### src/rtl/le18_access_ctrl.sv
// le18_access_ctrl: Z80 port decoder, cursor auto-increment and whole-bitmap fill engine
// sharing port A of the LE18 graphics RAM. The fill engine is built only when LE18_FILL_EN is defined.
module le18_access_ctrl (
   input  logic        clk,
   input  logic        srst,
   input  logic [7:0]  TRS_A,
   input  logic [7:0]  TRS_D,
   input  logic        TRS_OUT,
   input  logic        TRS_IN,
   input  logic        io_access,
   output logic        ram_ce,
   output logic        ram_we,
   output logic [13:0] ram_addr,
   output logic [5:0]  ram_din,
   output logic        ram_oce,
   input  logic [5:0]  ram_dout,
   output logic [7:0]  dout,
   output logic        dout_rdy,
   output logic        busy
);

   localparam logic [7:0]  PORT_DATA = 8'hEC;
   localparam logic [7:0]  PORT_X    = 8'hED;
   localparam logic [7:0]  PORT_Y    = 8'hEE;
   localparam logic [7:0]  PORT_FILL = 8'hEA;
   localparam logic [7:0]  PORT_CTRL = 8'hEB;
   localparam logic [7:0]  Y_LAST    = 8'd191;
   localparam logic [13:0] FILL_LAST = 14'd12287;
`ifdef LE18_FILL_EN
   localparam bit FILL_EN = 1'b1;
`else
   localparam bit FILL_EN = 1'b0;
`endif

   // registered Z80 bus
   logic [7:0] a_q, a_d, d_q, d_d;
   logic       wr_n_q, wr_n_d, rd_n_q, rd_n_d, io_q, io_d, hit_prev_q, hit_prev_d;
   // Z80 RAM slot and read pipeline
   logic       z_ce_q, z_ce_d, z_we_q, z_we_d;
   logic [5:0] z_din_q, z_din_d;
   logic       rd1_q, rd1_d, rd1_ram_q, rd1_ram_d, rd2_q, rd2_d, rd2_ram_q, rd2_ram_d;
   logic       rdy_q, rdy_d, rdy_ram_q, rdy_ram_d;
   // cursor and control
   logic [5:0] x_q, x_d;
   logic [7:0] y_q, y_d;
   logic       ax_q, ax_d, ay_q, ay_d;

   logic        wr_port, rd_port, hit, evt, ev_wr, ev_rd;
   logic [7:0]  y_inc;
   logic        fill_we, busy_int;
   logic [13:0] fill_addr;
   logic [5:0]  fill_din;

   // NOTE: all port strobes fold into one hit term, so a held access yields exactly one event.
   always_comb begin
      wr_port = (a_q == PORT_DATA) || (a_q == PORT_X) || (a_q == PORT_Y) ||
                (a_q == PORT_CTRL) || (FILL_EN && (a_q == PORT_FILL));
      rd_port = (a_q == PORT_DATA) || (a_q == PORT_CTRL);
      hit     = io_q && ((!wr_n_q && wr_port) || (!rd_n_q && rd_port));
      evt     = hit && !hit_prev_q;
      ev_wr   = evt && !wr_n_q && wr_port;
      ev_rd   = evt && !rd_n_q && rd_port && !ev_wr;
      y_inc   = (y_q == Y_LAST) ? 8'd0 : y_q + 8'd1;
   end

   always_comb begin
      a_d        = TRS_A;
      d_d        = TRS_D;
      wr_n_d     = TRS_OUT;
      rd_n_d     = TRS_IN;
      io_d       = io_access;
      hit_prev_d = hit;
      z_ce_d     = (ev_wr || ev_rd) && (a_q == PORT_DATA);
      z_we_d     = ev_wr;
      z_din_d    = d_q[5:0];
      rd1_d      = ev_rd;
      rd1_ram_d  = ev_rd && (a_q == PORT_DATA);
      rd2_d      = rd1_q;
      rd2_ram_d  = rd1_ram_q;
      rdy_d      = rd2_q;
      rdy_ram_d  = rd2_ram_q;
      x_d        = x_q;
      y_d        = y_q;
      ax_d       = ax_q;
      ay_d       = ay_q;
      // auto-increment follows the RAM slot; a cursor port write in the same cycle overrides it
      if (z_ce_q) begin
         if (ax_q) begin
            x_d = x_q + 6'd1;
            if (ay_q && (x_q == 6'd63)) y_d = y_inc;
         end else if (ay_q) begin
            y_d = y_inc;
         end
      end
      if (ev_wr) begin
         case (a_q)
            PORT_X:    x_d = d_q[5:0];
            PORT_Y:    y_d = d_q;
            PORT_CTRL: begin
               ax_d = d_q[0];
               ay_d = d_q[1];
            end
            default: ;
         endcase
      end
   end

   // NOTE: sequential state uses non-blocking assignment only; every flop clears on srst.
   always_ff @(posedge clk) begin
      if (srst) begin
         a_q <= '0;  d_q <= '0;  wr_n_q <= 1'b1;  rd_n_q <= 1'b1;  io_q <= 1'b0;
         hit_prev_q <= 1'b0;
         z_ce_q <= 1'b0;  z_we_q <= 1'b0;  z_din_q <= '0;
         rd1_q <= 1'b0;  rd1_ram_q <= 1'b0;  rd2_q <= 1'b0;  rd2_ram_q <= 1'b0;
         rdy_q <= 1'b0;  rdy_ram_q <= 1'b0;
         x_q <= '0;  y_q <= '0;  ax_q <= 1'b0;  ay_q <= 1'b0;
      end else begin
         a_q <= a_d;  d_q <= d_d;  wr_n_q <= wr_n_d;  rd_n_q <= rd_n_d;  io_q <= io_d;
         hit_prev_q <= hit_prev_d;
         z_ce_q <= z_ce_d;  z_we_q <= z_we_d;  z_din_q <= z_din_d;
         rd1_q <= rd1_d;  rd1_ram_q <= rd1_ram_d;  rd2_q <= rd2_d;  rd2_ram_q <= rd2_ram_d;
         rdy_q <= rdy_d;  rdy_ram_q <= rdy_ram_d;
         x_q <= x_d;  y_q <= y_d;  ax_q <= ax_d;  ay_q <= ay_d;
      end
   end

`ifdef LE18_FILL_EN
   typedef enum logic {S_IDLE, S_FILL} fill_state_e;

   fill_state_e state_q, state_d;
   logic [13:0] cnt_q, cnt_d;
   logic [5:0]  fill_val_q, fill_val_d;
   logic        arm_q, arm_d;

   // arm_q holds off the first write so a fill begins driving RAM two cycles after its event
   always_comb begin
      state_d    = state_q;
      cnt_d      = cnt_q;
      fill_val_d = fill_val_q;
      arm_d      = 1'b0;
      fill_we    = (state_q == S_FILL) && !arm_q && !z_ce_q;
      if (fill_we) begin
         cnt_d = cnt_q + 14'd1;
         if (cnt_q == FILL_LAST) begin
            state_d = S_IDLE;
            cnt_d   = '0;
         end
      end
      if (ev_wr && (a_q == PORT_FILL)) fill_val_d = d_q[5:0];
      if (ev_wr && (a_q == PORT_CTRL) && d_q[7]) begin
         state_d = S_FILL;
         cnt_d   = '0;
         arm_d   = 1'b1;
      end
   end

   always_ff @(posedge clk) begin
      if (srst) begin
         state_q    <= S_IDLE;
         cnt_q      <= '0;
         fill_val_q <= '0;
         arm_q      <= 1'b0;
      end else begin
         state_q    <= state_d;
         cnt_q      <= cnt_d;
         fill_val_q <= fill_val_d;
         arm_q      <= arm_d;
      end
   end

   assign fill_addr = cnt_q;
   assign fill_din  = fill_val_q;
   assign busy_int  = (state_q == S_FILL);
`else
   assign fill_we   = 1'b0;
   assign fill_addr = '0;
   assign fill_din  = '0;
   assign busy_int  = 1'b0;
`endif

   // dout is gated by the ready flop so it sits at zero outside its valid cycle
   always_comb begin
      ram_ce   = z_ce_q || fill_we;
      ram_we   = z_ce_q ? z_we_q : fill_we;
      ram_addr = fill_we ? fill_addr : {y_q, x_q};
      ram_din  = fill_we ? fill_din : z_din_q;
      ram_oce  = rd2_ram_q;
      dout_rdy = rdy_q;
      busy     = busy_int;
      dout     = 8'h00;
      if (rdy_q) dout = rdy_ram_q ? {2'b00, ram_dout} : {busy_int, 5'b00000, ay_q, ax_q};
   end

endmodule

### config.mk
export PLATFORM = sky130hd
export DESIGN_NAME = le18_access_ctrl
export DESIGN_NICKNAME = d
export VERILOG_FILES = /design/src/rtl/le18_access_ctrl.sv
export SDC_FILE = /design/constraint.sdc
export NUM_CORES = 1
export LEC_CHECK = 0
export BUFFER_PORTS_ARGS = -buffer_cell sky130_fd_sc_hd__buf_2
export CAP_MARGIN = 30
export CORE_ASPECT_RATIO = 1.25
export CORE_MARGIN = 4
export CORE_UTILIZATION = 50
export DETAILED_ROUTE_END_ITERATION = 8
export GPL_TIMING_DRIVEN = 0
export PLACE_DENSITY = 0.76
export SYNTH_ARGS = -nofsm -noshare
export SYNTH_HDL_FRONTEND = slang
export SYNTH_SLANG_ARGS = --single-unit
### constraint.sdc
create_clock -name clk -period 1.9 [get_ports clk]
set_input_delay 0.19 -clock clk [delete_from_list [all_inputs] [get_ports clk]]
set_output_delay 0.19 -clock clk [all_outputs]
set_load 0.01 [all_outputs]
Yosys cells after proc, flatten, opt, wreduce, memory -nomap -nowiden
Cells that the tools add are included.
- output and inout bits: 33
- input bits: 27
- word-level logic and storage cells: 64
- register bits: 50
- eq/ne operators: 6
- multiplexer cells: 14
- add/subtract/negate cells: 2
- reductions and logical operators: 23
- operators by type and width (cell ; count):
    $mux 8 ; 8
    $eq 8x8->1 const B ; 5
    $mux 6 ; 5
    $logic_and 1x1->1 ; 12
    $add 8x1->8 const B ; 1
    $add 6x1->6 const B ; 1
    $eq 6x6->1 const B ; 1
    $logic_or 1x1->1 ; 6
    $logic_not 1->1 ; 4
    $reduce_and 2->1 ; 1
    $mux 1 ; 1

Logic depth before layout (Yosys ltp)
Gate-level depths: netlist of run 1.
- depth in word-level cells: 14
- depth in mapped cells: 6

Worst setup path before layout of run 1
OpenSTA, ideal clock, no wires.
- path kind: register -> register
- start point: register x_q[0]
- end point: register y_q[4]
- setup time: 0.080 ns
- buffers on the path: 0
- arrival: 1.488 ns
- cell stages (with the launch flop): 7
- period minus slack after synthesis: 1.568 ns
- path slack: 0.332 ns
- cell sequence: dfxtp_1 -> ha_1 -> nand3_1 -> o22ai_2 -> nand4_1 -> xor2_1 -> a211oi_2
- longest elaborated chain between the ends: 7
- RTL lines (what ; line ; text):
    start: declaration ; 44 ; logic [5:0] x_q, x_d;
    start signal: assignment ; 116 ; x_q <= '0; y_q <= '0; ax_q <= 1'b0; ay_q <= 1'b0;
    start signal: assignment ; 123 ; x_q <= x_d; y_q <= y_d; ax_q <= ax_d; ay_q <= ay_d;
    $eq 6x6->1 * ; 90 ; if (ay_q && (x_q == 6'd63)) y_d = y_inc;
    $logic_and 1x1->1 * ; 90 ;
    $mux 8 * ; 90 ;
    $mux 8 * ; 88 ; if (ax_q) begin
    $mux 8 * ; 87 ; if (z_ce_q) begin
    $mux 8 ; 96 ; case (a_q)
    $mux 8 * ; 95 ; if (ev_wr) begin
    end signal: assignment ; 116 ;
    end signal: assignment ; 123 ;
    end: declaration ; 45 ; logic [7:0] y_q, y_d;
Every way passes the cells marked *; elsewhere a longest branch is shown, timed or not.
A chain may end at the register's enable or synchronous reset.

Worst setup path in the final report of run 1
- start point: register a_q[6]
- end point: register ax_q
- longest elaborated chain between the ends: 11
- elaborated cells between the ends (all ways): 16
- RTL lines (what ; line ; text):
    start: declaration ; 36 ; logic [7:0] a_q, a_d, d_q, d_d;
    start signal: assignment ; 111 ; a_q <= '0; d_q <= '0; wr_n_q <= 1'b1; rd_n_q <= 1'b1; io_q <= 1'b0;
    start signal: assignment ; 118 ; a_q <= a_d; d_q <= d_d; wr_n_q <= wr_n_d; rd_n_q <= rd_n_d; io_q <= io_d;
    $eq 8x8->1, on equally long branches ; 56, 58 ;
    $logic_or 1x1->1 (3 in series) ; 56 ; wr_port = (a_q == PORT_DATA) || (a_q == PORT_X) || (a_q == PORT_Y) ||
    $logic_and 1x1->1 ; 59 ; hit = io_q && ((!wr_n_q && wr_port) || (!rd_n_q && rd_port));
    $logic_or 1x1->1 ; 59 ;
    $logic_and 1x1->1 ; 59 ;
    $logic_and 1x1->1 ; 60 ; evt = hit && !hit_prev_q;
    $logic_and 1x1->1 (2 in series) ; 61 ; ev_wr = evt && !wr_n_q && wr_port;
    $reduce_and 2->1 (no source line) * ; n/a ;
    end signal: assignment ; 116 ;
    end signal: assignment ; 123 ;
    end: declaration ; 46 ; logic ax_q, ax_d, ay_q, ay_d;
Marks and branches as above.

==> out/qor.csv, run 1 <==
metric,value,unit
run_status,completed,
numCtsBuffers,5,
fmaxAchievable,0.573,GHz
fin_nets,290,
synth-seq-area-share,0.502,
rsz0062_at_grt,no,
maxCapViolCount,0,
synth-seq-cells,50,
hold_viol,0,
dp_hpwl,3020,µm
grt_max_degree,16,
finalPower,1.82,mW
clk_latency,0.30,ns
num_rows,25,
switchingPower,408,µW
p_per_area,746,nW/µm²
synth-async-reset-ratio,0,
switching_share,0.224,
hold_end,wr_n_q,
worstPathCellList,nand4_2 -> or4b_4 -> nor3_2 -> mux2i_1 -> nor2_1,
initial_utilization,0.523,
clock-sinks,50,
antenna_found_initial,0,
wl,4000,µm
coreArea,3820,µm²
drt-vias-per-instance,4.89,
ctsHoldBuffers,0,
synth.avg_cell_area,10.2,µm²
fillers,356,
antenna_cells,0,
whs_path_depth,2,
routedWlPerCell,12.7,µm
place.gp.congestion,0.816,
crit_slowest_cell,or4b_4,
hp-start,TRS_OUT,
hold_slack,0.0634,ns
first_pass_iters,4,
cp_max_fo,6,
r2r_setup_slack,0.15,ns
dieArea,5070,µm²
synth_cells,196,
grt_pass1_wl,6420,µm
ys.flop_type,dfxtp_1,
worst_pin_slew,0.554,ns
setup_violations,0,
fin_crit,1.75,ns
pwr-share-seq,0.598,
netlist_area,2000,µm²
final_common_cell,buf_2,
cts_tree,done,
cp.required,2.08,ns
vdd_drop_max,427,µV
worstPathArrival,1.93,ns
area_growth_syn_to_layout,22.6,%
maxSlewHeadroom,0.630,
leakagePower,1.06,nW
reg2reg_to,ax_q,
pin_count,60,
crit_type,reg -> reg,
antenna_left,0,
synth_enable_flop_cells,0,
clk_pin_slew_worst_paths,0.09,ns
grt_use_total,0.167,
ys_types,44,
clock_path_buffers,2,
cp_slowest_stage_delay,0.57,ns
critPathLaunchType,flip-flop,
drive_above_1_share,0.317,
combPwrFrac,0.051,
slew_violations,0,
p_int,1.42,mW
post_cts_buffers,0,
cts_root_buf,clkbuf_8,
io_buffers,56,
grt_pass1_vias,1418,
worst-r2r-cell-count,5,
final_cell_mix,"56 x buf_2, 50 x dfxtp_1, 28 x nor2b_1, 18 x nor2_1",
dp_slack,0.133,ns
place_inst,308,
cts_resized,0,
stdcell_count,316,
fp.dieW,64.5,µm
num_vias,1544,
cp-end-kind,flip-flop,
hp-class,in -> reg,
grt.overflow.total,0,
drt_iter0_drc,70,
setup-tns-final,0,ns
clkPwrFrac,0.351,
htree_levels,2,
ys_warn_count,0,
r2r-start,a_q[6],
drc_errors,0,
clock_skew,0.00772,ns
die_y,78.6,µm
min_period_over_period,0.919,
final.setup.worst_slack,0.154,ns
-- metal layers --
layer	vias to the layer above	part of all wire	GRT usage	wire, µm
met4	0	0.016	0.0825	65
met1	697	0.42	0.184	1690
met2	34	0.51	0.291	2060
li1	807	-	-	-
met3	6	0.048	0.0443	193
met5	-	0	0	0
-- metrics by stage --
stage | instance area [µm²] | utilization
2_1_floorplan | 2000 | -
3_3_place_gp | 2350 | 0.616
3_5_place_dp | 2350 | 0.616
4_1_cts | 2450 | 0.641
5_1_grt | 2450 | 0.641
6_report | 2450 | 0.641
-- power by group through the flow --
stage / clock network, mW / registers [mW] / logic [mW]
4_1_cts: 0.645 / 1.09 / 0.0942
6_report: 0.639 / 1.09 / 0.0931
3_5_place_dp: 0 / 1.12 / 0.0937
2_1_floorplan: 0 / 1.11 / 0.0507
5_1_grt: 0.688 / 1.09 / 0.104
3_3_place_gp: 0 / 1.12 / 0.0921
-- worst max-delay path: cells and delay by family, from the launching register on --
family	cells	cell delay [ns]
and+or+nand+nor	4	1.06
DFF	1	0.33
muxes	1	0.24
-- cell families after synthesis --
| logic type | synth area share |
|---|---|
| adder cells (fa/ha/maj) | 0.0125 |
| AO/OA/AOI/OAI | 0.111 |
| XOR/XNOR | 0.0395 |
| other | 0.00188 |
| multiplexers | 0.0351 |
| AND/OR/NAND/NOR | 0.265 |
| buffers and inverters | 0.0339 |
| flip-flops | 0.502 |
-- worst max-delay path by stage --
stage,slack [ns],from,cells past startpoint,endpoint
finish,0.15,a_q[6],5,ax_q
global route,0.03,a_q[6],5,ay_q
CTS,0.12,a_q[6],5,ax_q
detailed placement,0.13,a_q[6],5,ax_q
global placement,0.23,x_q[0],6,y_q[2]
floorplan,0.33,x_q[0],6,y_q[4]
-- state kept, by name, summed over array words and instances (netlist names) --
name / count
a_q: 8
d_q: 8
y_q: 8
ram_din: 6
x_q: 6
ax_q: 1
ay_q: 1
dout_rdy: 1
hit_prev_q: 1
io_q: 1
ram_ce: 1
ram_oce: 1
rd1_q: 1
rd1_ram_q: 1
rd2_q: 1
rd_n_q: 1
rdy_ram_q: 1
wr_n_q: 1
z_we_q: 1
-- cells in the mapped netlist (3+ instances only) --
| master | instances | share of area |
|---|---|---|
| dfxtp_1 | 50 | 0.50 |
| nor2b_1 | 28 | 0.088 |
| nor2_1 | 18 | 0.034 |
| and3_1 | 7 | 0.022 |
| mux2i_1 | 7 | 0.035 |
| a211oi_1 | 6 | 0.023 |
| clkbuf_1 | 6 | 0.011 |
| a211oi_2 | 5 | 0.031 |
| nand4_1 | 5 | 0.016 |
| xor2_1 | 5 | 0.022 |
| nand2_1 | 4 | 0.0075 |
| nand3_1 | 4 | 0.010 |
| nor4_1 | 4 | 0.013 |
| xnor2_1 | 4 | 0.018 |
| a21oi_1 | 3 | 0.0075 |
| buf_4 | 3 | 0.011 |
| or2_2 | 3 | 0.0094 |
-- final cells by class --
class                      count  area, µm²  area share
clock inverter                 2       12.5     0.00512
clock buffer                   6       82.6      0.0338
timing repair buffer          56        280       0.115
tap                           54       67.6      0.0276
sequential                    50       1000       0.409
buffer                        11       60.1      0.0246
inverter                       2       7.51     0.00307
multi-input combinational    135        935       0.382
Power figures use the tool's default switching activity.
==> run 2: changes to the inputs <==
--- a/config.mk
+++ b/config.mk
@@ -9,10 +9,11 @@
 export CAP_MARGIN = 30
 export CORE_ASPECT_RATIO = 1.25
 export CORE_MARGIN = 4
-export CORE_UTILIZATION = 50
+export CORE_UTILIZATION = 45
+export CTS_CLUSTER_DIAMETER = 100
 export DETAILED_ROUTE_END_ITERATION = 8
 export GPL_TIMING_DRIVEN = 0
-export PLACE_DENSITY = 0.76
+export PLACE_DENSITY = 0.72
 export SYNTH_ARGS = -nofsm -noshare
 export SYNTH_HDL_FRONTEND = slang
 export SYNTH_SLANG_ARGS = --single-unit
==> constraint.sdc (replaced) <==
create_clock -name clk -period 1.5 [get_ports clk]
set_input_delay 0.15 -clock clk [delete_from_list [all_inputs] [get_ports clk]]
set_output_delay 0.15 -clock clk [all_outputs]
set_load 0.01 [all_outputs]
==> run 2 against run 1 <==
Against the previous run: the run now ends with setup timing left; sequential cell count unchanged; total power up 27%; count of clock-buffer cells in the layout down 1; routed wire length up 13%; worst setup slack worse by 0.28 ns; cell area up 11%; critical path depth unchanged; die area up 9.8%; via count up 8.2%; global-route usage up 0.62 points; fmax up 7.5%; combinational power up 42%; highest routed layer unchanged.
==> out/qor.csv, run 2 (synthesis gave the netlist of run 1 again) <==
metric,value,unit,change
run_status,"finished, violations left",,
failed_checks,setup timing,,
fp.dieW,67.6,µm,+4.7%
htree_levels,2,,unchanged
wl,4520,µm,+13%
setup_violations,15,,+15
drc_errors,0,,unchanged
multi_input_area,1070,µm²,+15%
antenna_left,0,,unchanged
drt_iter0_drc,77,,+10%
cts_tree,done,,
clock_skew,0.0149,ns,+0.00718 ns
fillers,362,,+1.7%
crit_start,a_q[3],,
pwr-share-seq,0.600,,+0.002
min_period_over_period,1.08,,+0.164
fmaxAchievable,0.616,GHz,+7.5%
rsz0062_at_grt,yes,,
worstPathArrival,1.80,ns,-0.13 ns
numCtsBuffers,5,,unchanged
final_common_cell,buf_2,,
pin_count,60,,unchanged
p_per_area,849,nW/µm²,+14%
coreArea,4200,µm²,+10%
top_regs,"a_q (8), d_q (8), y_q (8)",,
num_rows,26,,+4.0%
r2r-start,a_q[3],,
p_int,1.77,mW,+25%
fin_crit,1.62,ns,-0.122 ns
dieArea,5570,µm²,+9.8%
drt-vias-per-instance,5.06,,+3.6%
antenna_cells,0,,unchanged
fin_nets,302,,+4.1%
first_pass_iters,4,,unchanged
cp.required,1.67,ns,-0.41 ns
clock_path_buffers,2,,unchanged
hp-class,in -> reg,,
slew_violations,0,,unchanged
antenna_found_initial,0,,unchanged
crit_type,reg -> reg,,
hold_slack,0.0216,ns,-0.0418 ns
cp_max_fo,6,,unchanged
critPathLaunchType,flip-flop,,
combPwrFrac,0.057,,+0.006
die_y,82.5,µm,+4.9%
maxSlewHeadroom,0.584,,-0.0465
clk_pin_slew_worst_paths,0.09,ns,about the same
cts_root_buf,clkbuf_8,,
grt_pass1_vias,1575,,+11%
grt_max_degree,18,,+2
switching_share,0.237,,+0.0131
clock-sinks,50,,unchanged
final.setup.worst_slack,-0.124,ns,-0.278 ns
worst_pin_slew,0.624,ns,+0.0698 ns
grt_pass1_wl,7150,µm,+11%
area_growth_syn_to_layout,36.5,%,
ff_latch_area,1020,µm²,+1.6%
place_area,2370,µm²,+0.96%
clk_latency,0.31,ns,about the same
final_cell_mix,"56 x buf_2, 39 x dfxtp_1, 28 x nor2b_1, 11 x buf_4, 10 x dfxtp_2",,
cp-end-kind,flip-flop,,
clkPwrFrac,0.343,,-0.008
design_area,2720,µm²,+11%
routedWlPerCell,13.7,µm,+8.2%
dp_hpwl,3030,µm,+0.15%
vdd_drop_max,609,µV,+43%
initial_utilization,0.476,,-0.0474
place.gp.congestion,0.802,,-1.7%
switchingPower,548,µW,+34%
maxCapViolCount,0,,unchanged
leakagePower,1.15,nW,+8.5%
drive_above_1_share,0.460,,+0.143
io_buffers,56,,unchanged
grt.overflow.total,0,,unchanged
finalPower,2.31,mW,+27%
grt_use_total,0.173,,+0.00617
num_vias,1670,,+8.2%
hp-start,TRS_IN,,
hold_viol,0,,unchanged
[run 2: routing by layer]
layer	vias to the layer above	GRT usage	part of all wire
met5	-	0	0
met4	0	0.0832	0.024
met3	10	0.0433	0.059
met2	54	0.294	0.51
met1	768	0.200	0.40
li1	838	-	-
[run 2: worst paths after layout]
path	to	slack [ns]	depth (start not counted)
worst max-delay path	y_q[3]	-0.12	5
worst min-delay path	rd_n_q	0.02	2
worst max register to register	y_q[3]	-0.12	5
worst min register to register	dout_rdy	0.45	1
[run 2: final cells by class]
class	count	area share
inverter	2	0.00276
clock inverter	3	0.00919
clock buffer	5	0.0253
buffer	11	0.0266
multi-input combinational	136	0.394
tap	56	0.0257
timing repair buffer	67	0.143
sequential	50	0.373
[run 2: power by group through the flow]
stage | clock network (mW) | registers, mW | logic, mW
floorplan | 0 | 1.41 | 0.0646
global placement | 0 | 1.41 | 0.118
detailed placement | 0 | 1.41 | 0.120
CTS | 0.819 | 1.39 | 0.129
global route | 0.870 | 1.39 | 0.149
finish | 0.794 | 1.39 | 0.132
[run 2: stage by stage]
step / setup WS [ns] / std cells / utilization / setup TNS, ns
after global placement: -0.132 / 310 / 0.566 / -0.892
after floorplan: -0.0161 / 198 / - / -0.0384
after global routing: -0.220 / 330 / 0.649 / -2.37
after detailed placement: -0.154 / 310 / 0.566 / -0.984
after CTS: -0.117 / 326 / 0.626 / -0.771
final: -0.124 / 330 / 0.649 / -1.03
[run 2: repair_timing]
item	CTS	global route
cloned	2	1
hold buffers	0	0
pin swaps	3	9
resized for setup	25	20
endpoints found under the setup margin	13	20
buffers inserted	6	3
[run 2: critical path, stage by stage, from the launching register on]
cell and delay (ns):
dfxtp_2 0.35, nand4_4 0.11, or4b_4 0.58, or2_4 0.27, nand3b_1 0.10, o32ai_1 0.07
==> run 3: changes to the inputs <==
--- a/config.mk
+++ b/config.mk
@@ -9,11 +9,11 @@
 export CAP_MARGIN = 30
 export CORE_ASPECT_RATIO = 1.25
 export CORE_MARGIN = 4
-export CORE_UTILIZATION = 45
+export CORE_UTILIZATION = 50
 export CTS_CLUSTER_DIAMETER = 100
 export DETAILED_ROUTE_END_ITERATION = 8
 export GPL_TIMING_DRIVEN = 0
-export PLACE_DENSITY = 0.72
+export PLACE_DENSITY = 0.76
 export SYNTH_ARGS = -nofsm -noshare
 export SYNTH_HDL_FRONTEND = slang
 export SYNTH_SLANG_ARGS = --single-unit
==> constraint.sdc (replaced) <==
create_clock -name clk -period 1.51 [get_ports clk]
set_input_delay 0.151 -clock clk [delete_from_list [all_inputs] [get_ports clk]]
set_output_delay 0.151 -clock clk [all_outputs]
set_load 0.01 [all_outputs]
==> run 3 against run 2 <==
Against the previous run: the flow still finishes with violations (setup timing); fmax down 2.3%; cell count down 1.8%; total power up 1.4%; critical path depth unchanged; critical endpoint is now y_q[5].
==> out/qor.csv, run 3 (synthesis gave the netlist of run 1 again) <==
metric,value,unit,change
worst_pin_slew,0.685,ns,+0.0606 ns
switching_share,0.235,,-0.00133
fp.dieW,64.5,µm,-4.5%
finalPower,2.35,mW,+1.4%
crit_type,reg -> reg,,
maxSlewHeadroom,0.543,,-0.0404
grt_use_total,0.169,,-0.00358
antenna_left,0,,unchanged
coreArea,3820,µm²,-9.1%
dp_hpwl,2950,µm,-2.5%
grt_pass1_vias,1518,,-3.6%
whs_path_depth,2,,unchanged
clkPwrFrac,0.357,,+0.014
initial_utilization,0.523,,+0.0474
final_cell_mix,"56 x buf_2, 41 x dfxtp_1, 28 x nor2b_1, 11 x nor2_1, 9 x a211oi_2",,
hp-class,in -> reg,,
num_vias,1651,,-1.1%
grt_pass1_wl,6620,µm,-7.4%
antenna_cells,0,,unchanged
leakagePower,1.14,nW,-0.54%
place.gp.congestion,0.824,,+2.7%
run_status,"finished, violations left",,
clock_path_buffers,2,,unchanged
final_common_cell,buf_2,,
antenna_found_initial,0,,unchanged
clock-sinks,50,,unchanged
drt-vias-per-instance,5.10,,+0.69%
slew_violations,0,,unchanged
cts_tree,done,,
die_y,78.6,µm,-4.6%
hold_slack,0.0146,ns,-0.00704 ns
p_int,1.79,mW,+1.6%
area_growth_syn_to_layout,34.9,%,
r2r_setup_slack,-0.15,ns,-0.03 ns
rsz0062_at_grt,yes,,
clock_skew,0.00965,ns,-0.00525 ns
fin_crit,1.66,ns,+0.0386 ns
hold_end,rd_n_q,,
pwr-share-seq,0.587,,-0.013
routedWlPerCell,13.8,µm,+0.66%
clk_pin_slew_worst_paths,0.09,ns,about the same
reg2reg_to,y_q[5],,
htree_levels,2,,unchanged
numCtsBuffers,5,,unchanged
maxCapViolCount,0,,unchanged
p_per_area,872,nW/µm²,+2.7%
first_pass_iters,4,,unchanged
drc_errors,0,,unchanged
final.setup.worst_slack,-0.153,ns,-0.0286 ns
setup_violations,19,,+4
clk_latency,0.31,ns,about the same
io_buffers,56,,unchanged
drive_above_1_share,0.437,,-0.0228
grt_max_degree,17,,-1
fin_nets,298,,-1.3%
min_period_over_period,1.10,,+0.0184
failed_checks,setup timing,,
critPathLaunchType,flip-flop,,
drt_iter0_drc,64,,-17%
r2r-start,a_q[3],,
switchingPower,553,µW,+0.88%
dieArea,5070,µm²,-9.0%
wl,4470,µm,-1.2%
cts_root_buf,clkbuf_8,,
worst-r2r-cell-count,5,,unchanged
cp-end-kind,flip-flop,,
place_inst,308,,-0.65%
cp_max_fo,5,,-1
cp.required,1.69,ns,+0.02 ns
vdd_drop_max,675,µV,+11%
stdcell_count,324,,-1.8%
combPwrFrac,0.056,,about the same
grt.overflow.total,0,,unchanged
num_rows,25,,-3.8%
top_regs,"a_q (8), d_q (8), y_q (8)",,
hold_viol,0,,unchanged
worstPathArrival,1.84,ns,+0.04 ns
pin_count,60,,unchanged
fmaxAchievable,0.601,GHz,-2.3%
hp-start,TRS_IN,,
## run 3: worst max path at each step
stage	to	depth (start not counted)	from	slack, ns
floorplan	y_q[5]	5	a_q[6]	-0.006
global placement	y_q[5]	5	a_q[6]	-0.13
detailed placement	y_q[5]	5	a_q[6]	-0.15
CTS	y_q[5]	5	a_q[3]	-0.10
global route	y_q[3]	4	a_q[3]	-0.22
finish	y_q[5]	5	a_q[3]	-0.15
## run 3: area by class of cell
cell class	instances	area, µm²
fillers	314	1120
inverters	2	7.51
flip-flops and latches	50	1020
well taps	54	67.6
clock buffers	6	82.6
clock inverters	2	16.3
multi-input cells	136	1070
repair buffers	63	354
plain buffers	11	77.6
## run 3: power groups by stage
stage / logic [mW] / registers [mW] / clock network, mW
global route: 0.147 / 1.38 / 0.893
floorplan: 0.0641 / 1.40 / 0
detailed placement: 0.118 / 1.41 / 0
finish: 0.131 / 1.38 / 0.838
CTS: 0.119 / 1.38 / 0.837
global placement: 0.116 / 1.40 / 0
## run 3: stage by stage
| step | util | cell area (µm²) | setup slack, ns | TNS, ns |
|---|---|---|---|---|
| floorplan | - | 2020 | -0.00612 | -0.0104 |
| global placement | 0.621 | 2370 | -0.125 | -0.746 |
| detailed placement | 0.621 | 2370 | -0.148 | -1.03 |
| CTS | 0.665 | 2540 | -0.105 | -0.944 |
| global route | 0.705 | 2690 | -0.215 | -2.82 |
| finish | 0.705 | 2690 | -0.153 | -1.48 |
## run 3: layer usage
| layer | up-vias | wire, µm | GRT usage |
|---|---|---|---|
| met5 | - | 0 | 0 |
| met4 | 0 | 127 | 0.0951 |
| met3 | 9 | 207 | 0.0501 |
| met2 | 40 | 2360 | 0.288 |
| met1 | 766 | 1770 | 0.185 |
| li1 | 836 | - | - |
## run 3: repair_timing
| action | 4_1_cts | 5_1_grt |
|---|---|---|
| hold buffers | 0 | 0 |
| setup buffers | 2 | 3 |
| pin swaps | 4 | 3 |
| gates cloned | 1 | 2 |
| resized for setup | 14 | 27 |
| setup endpoints to repair | 14 | 20 |
## run 3: critical path, cell delays in order, from the launching register on
cell	delay, ns
dfxtp_2	0.36
nand4_4	0.12
or4b_4	0.58
or2_4	0.27
nand3b_1	0.11
o32ai_1	0.09
